[src/rtl/output_compare_unit.sv]
// -----------------------------------------------------------------------------
// output_compare_unit
//
// Multi-channel output-compare unit fed by a shared free-running counter.
// Every channel compares the counter against its own compare value and, on
// the first cycle of equality (a "match event"), raises a sticky flag that is
// held until acknowledged.  It also drives an output pin in one of four
// modes: flag-only, set, clear or toggle.  A second sticky bit records match
// events that arrive while the flag is still pending.  All flags are
// OR-reduced into one interrupt line.
//
// Parameters
//   WIDTH     counter / compare-value width in bits
//   CHANNELS  number of independent compare channels
//   PIN_INIT  reset level of every output pin
//
// Ports
//   iClk            in   system clock, rising edge
//   iReset_n        in   asynchronous active-low reset
//   ivCuenta        in   current counter value            [WIDTH]
//   ivCompareValue  in   packed compare values            [CHANNELS*WIDTH]
//   ivMode          in   packed pin modes (2 bits/chan)   [2*CHANNELS]
//                        00 flag-only, 01 set, 10 clear, 11 toggle
//   ivEnable        in   per-channel enable               [CHANNELS]
//   ivAck           in   per-channel acknowledge          [CHANNELS]
//   ovFlag          out  sticky match flags               [CHANNELS]
//   ovMissed        out  match-while-pending indicators   [CHANNELS]
//   ovPin           out  registered compare output pins   [CHANNELS]
//   oIrq            out  OR of all flags
// -----------------------------------------------------------------------------
module output_compare_unit #(
  parameter int   WIDTH    = 8,
  parameter int   CHANNELS = 4,
  parameter logic PIN_INIT = 1'b0
) (
  input  logic                        iClk,
  input  logic                        iReset_n,
  input  logic [WIDTH-1:0]            ivCuenta,
  input  logic [CHANNELS*WIDTH-1:0]   ivCompareValue,
  input  logic [2*CHANNELS-1:0]       ivMode,
  input  logic [CHANNELS-1:0]         ivEnable,
  input  logic [CHANNELS-1:0]         ivAck,
  output logic [CHANNELS-1:0]         ovFlag,
  output logic [CHANNELS-1:0]         ovMissed,
  output logic [CHANNELS-1:0]         ovPin,
  output logic                        oIrq
);

  localparam logic [1:0] MODE_FLAG   = 2'b00;
  localparam logic [1:0] MODE_SET    = 2'b01;
  localparam logic [1:0] MODE_CLEAR  = 2'b10;
  localparam logic [1:0] MODE_TOGGLE = 2'b11;

  logic [CHANNELS-1:0] eq_s;
  logic [CHANNELS-1:0] ev_s;
  logic [CHANNELS-1:0] eqDly_r;
  logic [CHANNELS-1:0] flag_r;
  logic [CHANNELS-1:0] missed_r;
  logic [CHANNELS-1:0] pin_r;

  // Full-width equality of the counter against each channel's compare value.
  always_comb begin
    eq_s = '0;
    for (int k = 0; k < CHANNELS; k++) begin
      eq_s[k] = (ivCuenta == ivCompareValue[k*WIDTH +: WIDTH]);
    end
  end

  // Only the rising edge of equality counts, so a stalled counter parked on
  // the compare value yields a single event.  eqDly_r tracks equality even
  // while disabled, so enabling mid-match does not fire.
  assign ev_s = ivEnable & eq_s & ~eqDly_r;

  // Per-channel state: equality history, sticky flag, missed bit and pin.
  always_ff @(posedge iClk or negedge iReset_n) begin
    if (!iReset_n) begin
      eqDly_r  <= '0;
      flag_r   <= '0;
      missed_r <= '0;
      pin_r    <= {CHANNELS{PIN_INIT}};
    end else begin
      eqDly_r <= eq_s;
      for (int k = 0; k < CHANNELS; k++) begin
        // An event wins over an acknowledge in the same cycle.
        if (ev_s[k]) begin
          flag_r[k] <= 1'b1;
        end else if (ivAck[k]) begin
          flag_r[k] <= 1'b0;
        end else begin
          flag_r[k] <= flag_r[k];
        end

        // Event plus ack together leaves missed untouched.
        if (ev_s[k] && flag_r[k] && !ivAck[k]) begin
          missed_r[k] <= 1'b1;
        end else if (ivAck[k] && !ev_s[k]) begin
          missed_r[k] <= 1'b0;
        end else begin
          missed_r[k] <= missed_r[k];
        end

        if (ev_s[k]) begin
          case (ivMode[2*k +: 2])
            MODE_FLAG:   pin_r[k] <= pin_r[k];
            MODE_SET:    pin_r[k] <= 1'b1;
            MODE_CLEAR:  pin_r[k] <= 1'b0;
            MODE_TOGGLE: pin_r[k] <= ~pin_r[k];
            default:     pin_r[k] <= pin_r[k];
          endcase
        end else begin
          pin_r[k] <= pin_r[k];
        end
      end
    end
  end

  assign ovFlag   = flag_r;
  assign ovMissed = missed_r;
  assign ovPin    = pin_r;
  // Interrupt is a pure function of the flag registers.
  assign oIrq     = |flag_r;

endmodule

[config.mk]
export PLATFORM = sky130hd
export DESIGN_NAME = output_compare_unit
export DESIGN_NICKNAME = d
export VERILOG_FILES = /design/src/rtl/output_compare_unit.sv
export SDC_FILE = /design/constraint.sdc
export NUM_CORES = 1
export LEC_CHECK = 0
export BUFFER_PORTS_ARGS = -buffer_cell sky130_fd_sc_hd__buf_4
export CORE_MARGIN = 2
export CORE_UTILIZATION = 45
export CTS_CLUSTER_DIAMETER = 50
export DETAILED_ROUTE_END_ITERATION = 6
export PLACE_DENSITY_LB_ADDON = 0.12
export SLEW_MARGIN = 15
export SYNTH_ARGS = -nofsm -noshare
export SYNTH_HDL_FRONTEND = slang
export SYNTH_SLANG_ARGS = --single-unit
export TNS_END_PERCENT = 1
[constraint.sdc]
create_clock -name iClk -period 1.5 [get_ports iClk]
set_input_delay 0.3 -clock iClk [delete_from_list [all_inputs] [get_ports iClk]]
set_output_delay 0.3 -clock iClk [all_outputs]
set_load 0.005 [all_outputs]
== Word level (Yosys, flattened, before mapping) ==
Index checks and enable logic that the tools add are counted.
Storage, ports and cells
  bits in registers: 16
  input bits: 58
  word-level logic and storage cells: 97
Operators by class
  equality and inequality tests: 16
  multiplexer cells: 20
  bitwise operators: 11
  reduce and logical (&&, ||, !) cells: 37
Operator list (number)
  $eq A8 B8 Y1: 4
  $eq A2 B2 Y1 const B: 8
  $mux W1: 16
  $reduce_bool A2 Y1: 8
  $logic_and A1 B1 Y1: 12
  $pmux W1 S3: 4
  $and A4 B4 Y4: 2
  $eq A2 B1 Y1 const B: 4
  $logic_not A1 Y1: 8
  $logic_not A2 Y1: 4
  $not A1 Y1: 8
  $reduce_and A2 Y1: 4
  $not A4 Y4: 1
  $reduce_or A4 Y1: 1

== Logic depth before layout (Yosys ltp) ==
Gate-level depths: netlist of the first run.
  depth after elaboration: 7
  mapped depth: 4
  gate-level depth less buffers: 4

== Worst setup path after synthesis of the first run ==
OpenSTA, ideal clock, no wires.
  path kind: input to register
  start point: in ivCuenta[5]
  end point: reg pin_r[0], in the netlist ovPin[0]
  library setup time: 0.119 ns
  arrival time: 1.115 ns
  data required time: 1.381 ns
  slack: 0.266 ns
  stages on the path: 4
  cells stage by stage: xor2_1 nor4_2 nand4_1 a21bo_1
Between the ends
  longest elaborated chain between the ends: 4
RTL lines
  start, declared: RTL line 38  | input logic [WIDTH-1:0] ivCuenta,
  $eq A8 B8 Y1: RTL line 65  | eq_s[k] = (ivCuenta == ivCompareValue[k*WIDTH +: WIDTH]);
  $and A4 B4 Y4 (2 in series): RTL line 72  | assign ev_s = ivEnable & eq_s & ~eqDly_r;
  $reduce_and A2 Y1 (no line)
  end signal, assigned: RTL line 80  | pin_r <= {CHANNELS{PIN_INIT}};
  end signal, assigned by index: RTL line 104  | MODE_FLAG: pin_r[k] <= pin_r[k];
  end signal, assigned by index: RTL line 107  | MODE_TOGGLE: pin_r[k] <= ~pin_r[k];
  end, declared: RTL line 59  | logic [CHANNELS-1:0] pin_r;
Every way passes these cells.
A chain may end at the register's enable or synchronous reset.

== Worst setup path in the final report of the first run ==
  start point: reg flag_r[0], in the netlist ovFlag[0]
  end point: out oIrq
Between the ends
  longest elaborated chain between the ends: 1
RTL lines
  start, declared: RTL line 57  | logic [CHANNELS-1:0] flag_r;
  start signal, assigned by index: RTL line 90  | flag_r[k] <= flag_r[k];
  $reduce_or A4 Y1: RTL line 121  | assign oIrq = |flag_r;
  end, declared: RTL line 46  | output logic oIrq
Every way passes these cells.

==> out/results.ini, run 1 <==
[layout]
insertedDiodeCount=0
stdcell_count=215
synthToLayoutAreaGrowth_pct=60.0
drive_gt1_frac=0.444
design_area_um2=1720
fillers=176
nets=246
fin_util=0.769

[synth]
ys_seq_area_frac=0.373
synth_compound_area_frac=0.119
synthCells=107
synthXorXnorAreaFrac=0.261
synth_area_um2=1070
yosysTopAreaCellShare=0.373
synth_top_family_by_area=XOR/XNOR gates
yosys.area_share.simple=0.226
yosys.area.top_type=dfrtp_1
ys_ff_latch=16
ys_types=20
muxShareOfSynthArea=0
yosys.area_share.adder=0
synth.avg_cell_area_um2=10.0
synthTopCellsByArea=dfrtp_1, xnor2_1, xor2_1, nand4_1, nor2b_1
synth_nets=165
yosysWarnings=0

[sta]
period_needed_ps=1620
rsz0062_at_grt=yes
setup_viol=1
slew_headroom=0.734
post-route-period-util=1.08
fin_skew_ps=4.64
final.setup.tns_ps=-122
fin_ws_ps=-122
fmax_ghz=0.617
worst_pin_slew_ps=396
finalHoldViolations=0
holdWs_ps=183
drv_slew=0

[placed_design]
numPlacedInstances=206
place_area_um2=1640
dp_slack_ps=-2.65
port_buffers=70
gp_congestion=0.822
hpwl_um=2510

[global_route]
antenna_found_initial=0
track_usage=0.243
overflow=0
grt_pass1_wl_um=4860
grt_pass1_vias=1151
grt_max_degree=17

[pwr]
finalPower_mw=1.04
netSwitchingFraction=0.265
total_leakage_power_nw=0.847
powerDensity_nw_per_um2=608
seq_power_share=0.431
p_int_mw=0.768
p_switching_mw=0.276
clockPowerShare=0.276
ir_worst_vdd_uv=401
combinationalPowerShare=0.293

[routing]
ant_nets=0
dr.pass1.iters=4
postRouteWirelength_um=2940
via_per_inst=5.09
routedWlPerCell_um=13.7
dr.first_iter.drc_count=16
vias=1094
route.detailed.drc=0

[critical_path]
critPathCaptureType=primary output
slowest_delay_ps=510
rr_startpoint=eqDly_r[3]$_DFF_PN0_
critPathSlowestCell=or4_1
crit_required_ps=1200
startpoint_type=flip-flop
regToRegSetupSlack_ps=360
critPathMaxFanout=2
cp_cell_sequence=or4_1 -> buf_4
crit_start=ovFlag[0]$_DFFE_PN0P_
arrival_ps=1320
crit_buf_inv=1
crit_family=simple AND/OR/NAND/NOR gates
criticalPathCategory=reg2out

[clocking]
cts-root-buf=clkbuf_4
cts_tree=built
path_clk_slew_ps=100
htree_levels=1
cts_buffer_depth=2
ctsResizeCount=0
numCtsBuffers=3
cts_sinks=16
clkLatencyLatePin_ps=280

[floorplanning]
ioPinCount=71
die_w_um=52.8
die_h_um=52.8
core_region_area_um2=2230
num_rows=17
dieArea_um2=2790
start_util=0.481

[worst_hold_path]
min-delay-start=ivAck[2]
hold_class=in2reg

[outcome]
violations=negative setup slack
outcome=complete, but fails checks

[job]
cap_violations=0

layout by cell type, fill, tap and decap left out:
cell,n
xnor2_1,16
dfrtp_1,16
nand3_1,2
a21o_1,2
and4_1,4
a21bo_1,2
or4_1,1
o22ai_1,2
nor4_2,4
nand4_1,10
buf_4,75
nor2_1,2
xor2_1,16
nand2_1,2
inv_1,6
o2111ai_1,2
clkbuf_4,3
clkbuf_8,1
and2_1,2
nor2b_1,8
a41oi_1,2
o21ai_0,6
o31ai_1,2
dlygate4sd3_1,1
cell families after synthesis:
| kind of cell | count (synthesis) |
|---|---|
| buffers and inverters | 6 |
| DFF | 16 |
| AOI/OAI and AO/OA | 18 |
| and+or+nand+nor | 35 |
| xor gates and xnor gates | 32 |
layout make-up:
class / count / area (um2) / share of cell area
Inverter: 6 / 22.5 / 0.0131
Sequential cell: 16 / 400 / 0.233
Timing Repair Buffer: 76 / 573 / 0.334
Tap cell: 28 / 35.0 / 0.0204
Multi-Input combinational cell: 85 / 651 / 0.379
Clock buffer: 4 / 36.3 / 0.0211
final timing paths:
path | to | depth (start not counted)
setup reg to reg | ovPin[3]$_DFFE_PN0P_ | 4
max in group asynchronous | ovPin[3]$_DFFE_PN0P_ | 2
hold / removal | ovMissed[2]$_DFFE_PN0P_ | 2
min in group asynchronous | ovFlag[2]$_DFFE_PN0P_ | 2
setup / recovery | oIrq | 2
hold reg to reg | ovPin[2]$_DFFE_PN0P_ | 1
layer usage:
metal	up-vias	wire, um	global-route usage
li1	550	-	-
met1	497	1200	0.297
met2	45	1570	0.433
met3	2	155	0.0371
met4	0	19	0.0769
met5	-	0	0
synthesized netlist by cell type:
cell / count
and2_1: 2
nor2_1: 2
o2111ai_1: 2
nor2b_1: 8
a21o_1: 2
and4_1: 4
xnor2_1: 16
or4_1: 1
a41oi_1: 2
nand2_1: 2
inv_1: 6
xor2_1: 16
o22ai_1: 2
nand3_1: 2
o31ai_1: 2
nand4_1: 10
nor4_2: 4
dfrtp_1: 16
o21ai_0: 6
a21bo_1: 2
worst register-to-register path: stages (launching register included):
cell and delay [ps]:
dfrtp_1 370, nor2b_1 250, nand2_1 90, o31ai_1 190
o21ai_0 120
registers in the layout (all words and copies together) (netlist names):
register	flops
ovFlag	4
eqDly_r	4
ovPin	4
ovMissed	4
power by group through the flow:
stage,sequential (mW),combinational [mW],clock (mW)
6_report,0.450,0.306,0.288
5_1_grt,0.452,0.337,0.319
4_1_cts,0.450,0.309,0.295
3_5_place_dp,0.459,0.304,0
3_3_place_gp,0.458,0.296,0
2_1_floorplan,0.458,0.118,0
timing repair:
item,in CTS,in global routing
gates cloned,0,0
pin swaps,1,0
setup endpoints to repair,1,1
hold buffers,1,0
endpoints found under the hold margin,16,0
setup buffers,3,1
Power figures use the tool's default switching activity.
==> run 2: changes to the inputs <==
--- a/config.mk
+++ b/config.mk
@@ -5,13 +5,14 @@
 export SDC_FILE = /design/constraint.sdc
 export NUM_CORES = 1
 export LEC_CHECK = 0
-export BUFFER_PORTS_ARGS = -buffer_cell sky130_fd_sc_hd__buf_4
+export BUFFER_PORTS_ARGS = -buffer_cell sky130_fd_sc_hd__buf_2
 export CORE_MARGIN = 2
 export CORE_UTILIZATION = 45
 export CTS_CLUSTER_DIAMETER = 50
 export DETAILED_ROUTE_END_ITERATION = 6
+export GPL_TIMING_DRIVEN = 0
 export PLACE_DENSITY_LB_ADDON = 0.12
-export SLEW_MARGIN = 15
+export SLEW_MARGIN = 25
 export SYNTH_ARGS = -nofsm -noshare
 export SYNTH_HDL_FRONTEND = slang
 export SYNTH_SLANG_ARGS = --single-unit
==> out/results.ini, run 2 (same netlist as run 1, synthesis figures left out) <==
[routing]
m1WireLength_um=1090  ; -9.2%
ant_nets=0  ; unchanged
route.detailed.drc=0  ; unchanged
highest_layer=met4
dr.pass1.iters=4  ; unchanged
via_per_inst=5.16  ; +1.4%
wl_met3_um=172  ; +11%
wl_met2_um=1420  ; -9.5%
routedWlPerCell_um=12.9  ; -5.6%
dr.first_iter.drc_count=12  ; -4
vias=1089  ; -0.46%
postRouteWirelength_um=2730  ; -7.3%

[sta]
rsz0062_at_grt=yes
holdWs_ps=189  ; +5.94 ps
fmax_ghz=0.608  ; -1.4%
finalHoldViolations=0  ; unchanged
setup_viol=1  ; unchanged
slew_headroom=0.696  ; -0.0377
post-route-period-util=1.10  ; +0.0150
fin_ws_ps=-144  ; -22.4 ps
fin_skew_ps=8.54  ; +3.90 ps
drv_slew=0  ; unchanged
period_needed_ps=1640  ; +22.4 ps
worst_pin_slew_ps=452  ; +56.2 ps

[floorplanning]
dieArea_um2=2790  ; unchanged
die_h_um=52.8  ; unchanged
ioPinCount=71  ; unchanged
core_region_area_um2=2230  ; unchanged
num_rows=17  ; unchanged
start_util=0.481  ; unchanged
die_w_um=52.8  ; unchanged

[pwr]
seq_power_share=0.452  ; +0.021
clockPowerShare=0.292  ; +0.016
finalPower_mw=0.994  ; -4.8%
total_leakage_power_nw=0.778  ; -8.3%
p_int_mw=0.718  ; -6.4%
combinationalPowerShare=0.256  ; -0.037
p_switching_mw=0.276  ; -0.30%
ir_worst_vdd_uv=447  ; +12%
netSwitchingFraction=0.277  ; +0.0126
powerDensity_nw_per_um2=657  ; +8.1%

[critical_path]
critPathSlowestCell=or4_1
criticalPathCategory=reg2out
crit_family=simple AND/OR/NAND/NOR gates
path_depth=2  ; unchanged
rr_startpoint=eqDly_r[3]$_DFF_PN0_
critPathMaxFanout=3  ; +1
crit_required_ps=1200  ; about the same
crit_start=ovFlag[0]$_DFFE_PN0P_
crit_buf_inv=1  ; unchanged
arrival_ps=1340  ; +20 ps
endpoint=oIrq
r2r_end=ovPin[3]$_DFFE_PN0P_
critPathCaptureType=primary output
slowest_delay_ps=520  ; about the same
cp_cell_sequence=or4_1 -> buf_2
r2r_cells=4  ; unchanged
regToRegSetupSlack_ps=400  ; +40 ps
startpoint_type=flip-flop

[clocking]
cts_tree=built
clkLatencyLatePin_ps=290  ; about the same
cts_sinks=16  ; unchanged
path_clk_slew_ps=90  ; about the same
numCtsBuffers=3  ; unchanged
cts-root-buf=clkbuf_4
cts_buffer_depth=2  ; unchanged
htree_levels=1  ; unchanged

[layout]
drive_gt1_frac=0.432  ; -0.0122
fin_util=0.677  ; -0.0919
final_common_cell=buf_2
insertedDiodeCount=0  ; unchanged
layout_common_cells=buf_2, xnor2_1, xor2_1, dfrtp_1, nand4_1
fillers=207  ; +18%
seq_area_um2=400  ; unchanged
multi_input_area_um2=651  ; unchanged
nets=242  ; -1.6%
synthToLayoutAreaGrowth_pct=40.9

[placed_design]
port_buffers=70  ; unchanged
hpwl_um=2340  ; -6.9%
gp_congestion=0.763  ; -7.2%

[global_route]
track_usage=0.213  ; -0.0300
grt_max_degree=17  ; unchanged
antenna_found_initial=0  ; unchanged
grt_pass1_wl_um=4200  ; -14%
grt_pass1_vias=1020  ; -11%
overflow=0  ; unchanged

[outcome]
violations=negative setup slack
outcome=complete, but fails checks

[worst_hold_path]
hold_class=in2reg

[job]
cap_violations=0  ; unchanged

## run 2: cell types whose count changed in the layout (fill, tap and decap cells not counted), sizes merged
cell / change
buf: -4
## run 2: worst reg2reg max path, delay by kind of cell (launching register included)
family	cells	cell delay (ps)
AOI/OAI and AO/OA	2	310
and+or+nand+nor	2	310
DFF	1	370
## run 2: repair_timing
action | 4_1_cts | 5_1_grt
pin swaps | 1 | 0
endpoints found under the hold margin | 16 | 0
hold buffers | 1 | 0
buffers inserted | 1 | 0
gates resized for setup | 0 | 0
endpoints found under the setup margin | 1 | 1
gates cloned | 0 | 0
## run 2: metrics by stage
stage                     TNS [ps]  instance area [um2]  cells  worst slack [ps]
after CTS                     -164                 1510    211              -164
after floorplan                  0                 1070    107               266
after global placement       -45.4                 1460    205             -33.2
after global routing          -191                 1510    211              -191
final                         -144                 1510    211              -144
after detailed placement      -117                 1460    205             -60.1
## run 2: cell type report
class                           count  area share
Inverter                            6      0.0149
Sequential cell                    16       0.265
Clock buffer                        4      0.0240
Multi-Input combinational cell     85       0.430
Tap cell                           28      0.0232
Timing Repair Buffer               72       0.243
## run 2: how the worst min path moves through the flow
stage | startpoint | end | slack (ps) | cells past startpoint
floorplan | iReset_n | eqDly_r[0]$_DFF_PN0_ | 4 | 0
finish | ivAck[3] | ovMissed[3]$_DFFE_PN0P_ | 190 | 2
CTS | ivAck[3] | ovMissed[3]$_DFFE_PN0P_ | 180 | 2
global route | ivAck[3] | ovMissed[3]$_DFFE_PN0P_ | 180 | 2
global placement | iReset_n | ovPin[0]$_DFFE_PN0P_ | 230 | 1
detailed placement | iReset_n | eqDly_r[0]$_DFF_PN0_ | 240 | 1
## run 2: power groups by stage
| stage | Clock [mW] | Sequential (mW) | Combinational (mW) |
|---|---|---|---|
| after global placement | 0 | 0.457 | 0.245 |
| after global routing | 0.319 | 0.451 | 0.281 |
| after CTS | 0.297 | 0.449 | 0.257 |
| after floorplan | 0 | 0.458 | 0.118 |
| after detailed placement | 0 | 0.458 | 0.254 |
| final | 0.291 | 0.449 | 0.254 |
## run 2: per-layer routing
metal  track usage  vias up
met5             0        -
met1         0.234      495
met2         0.388       50
met4        0.0983        0
li1              -      539
met3        0.0429        5
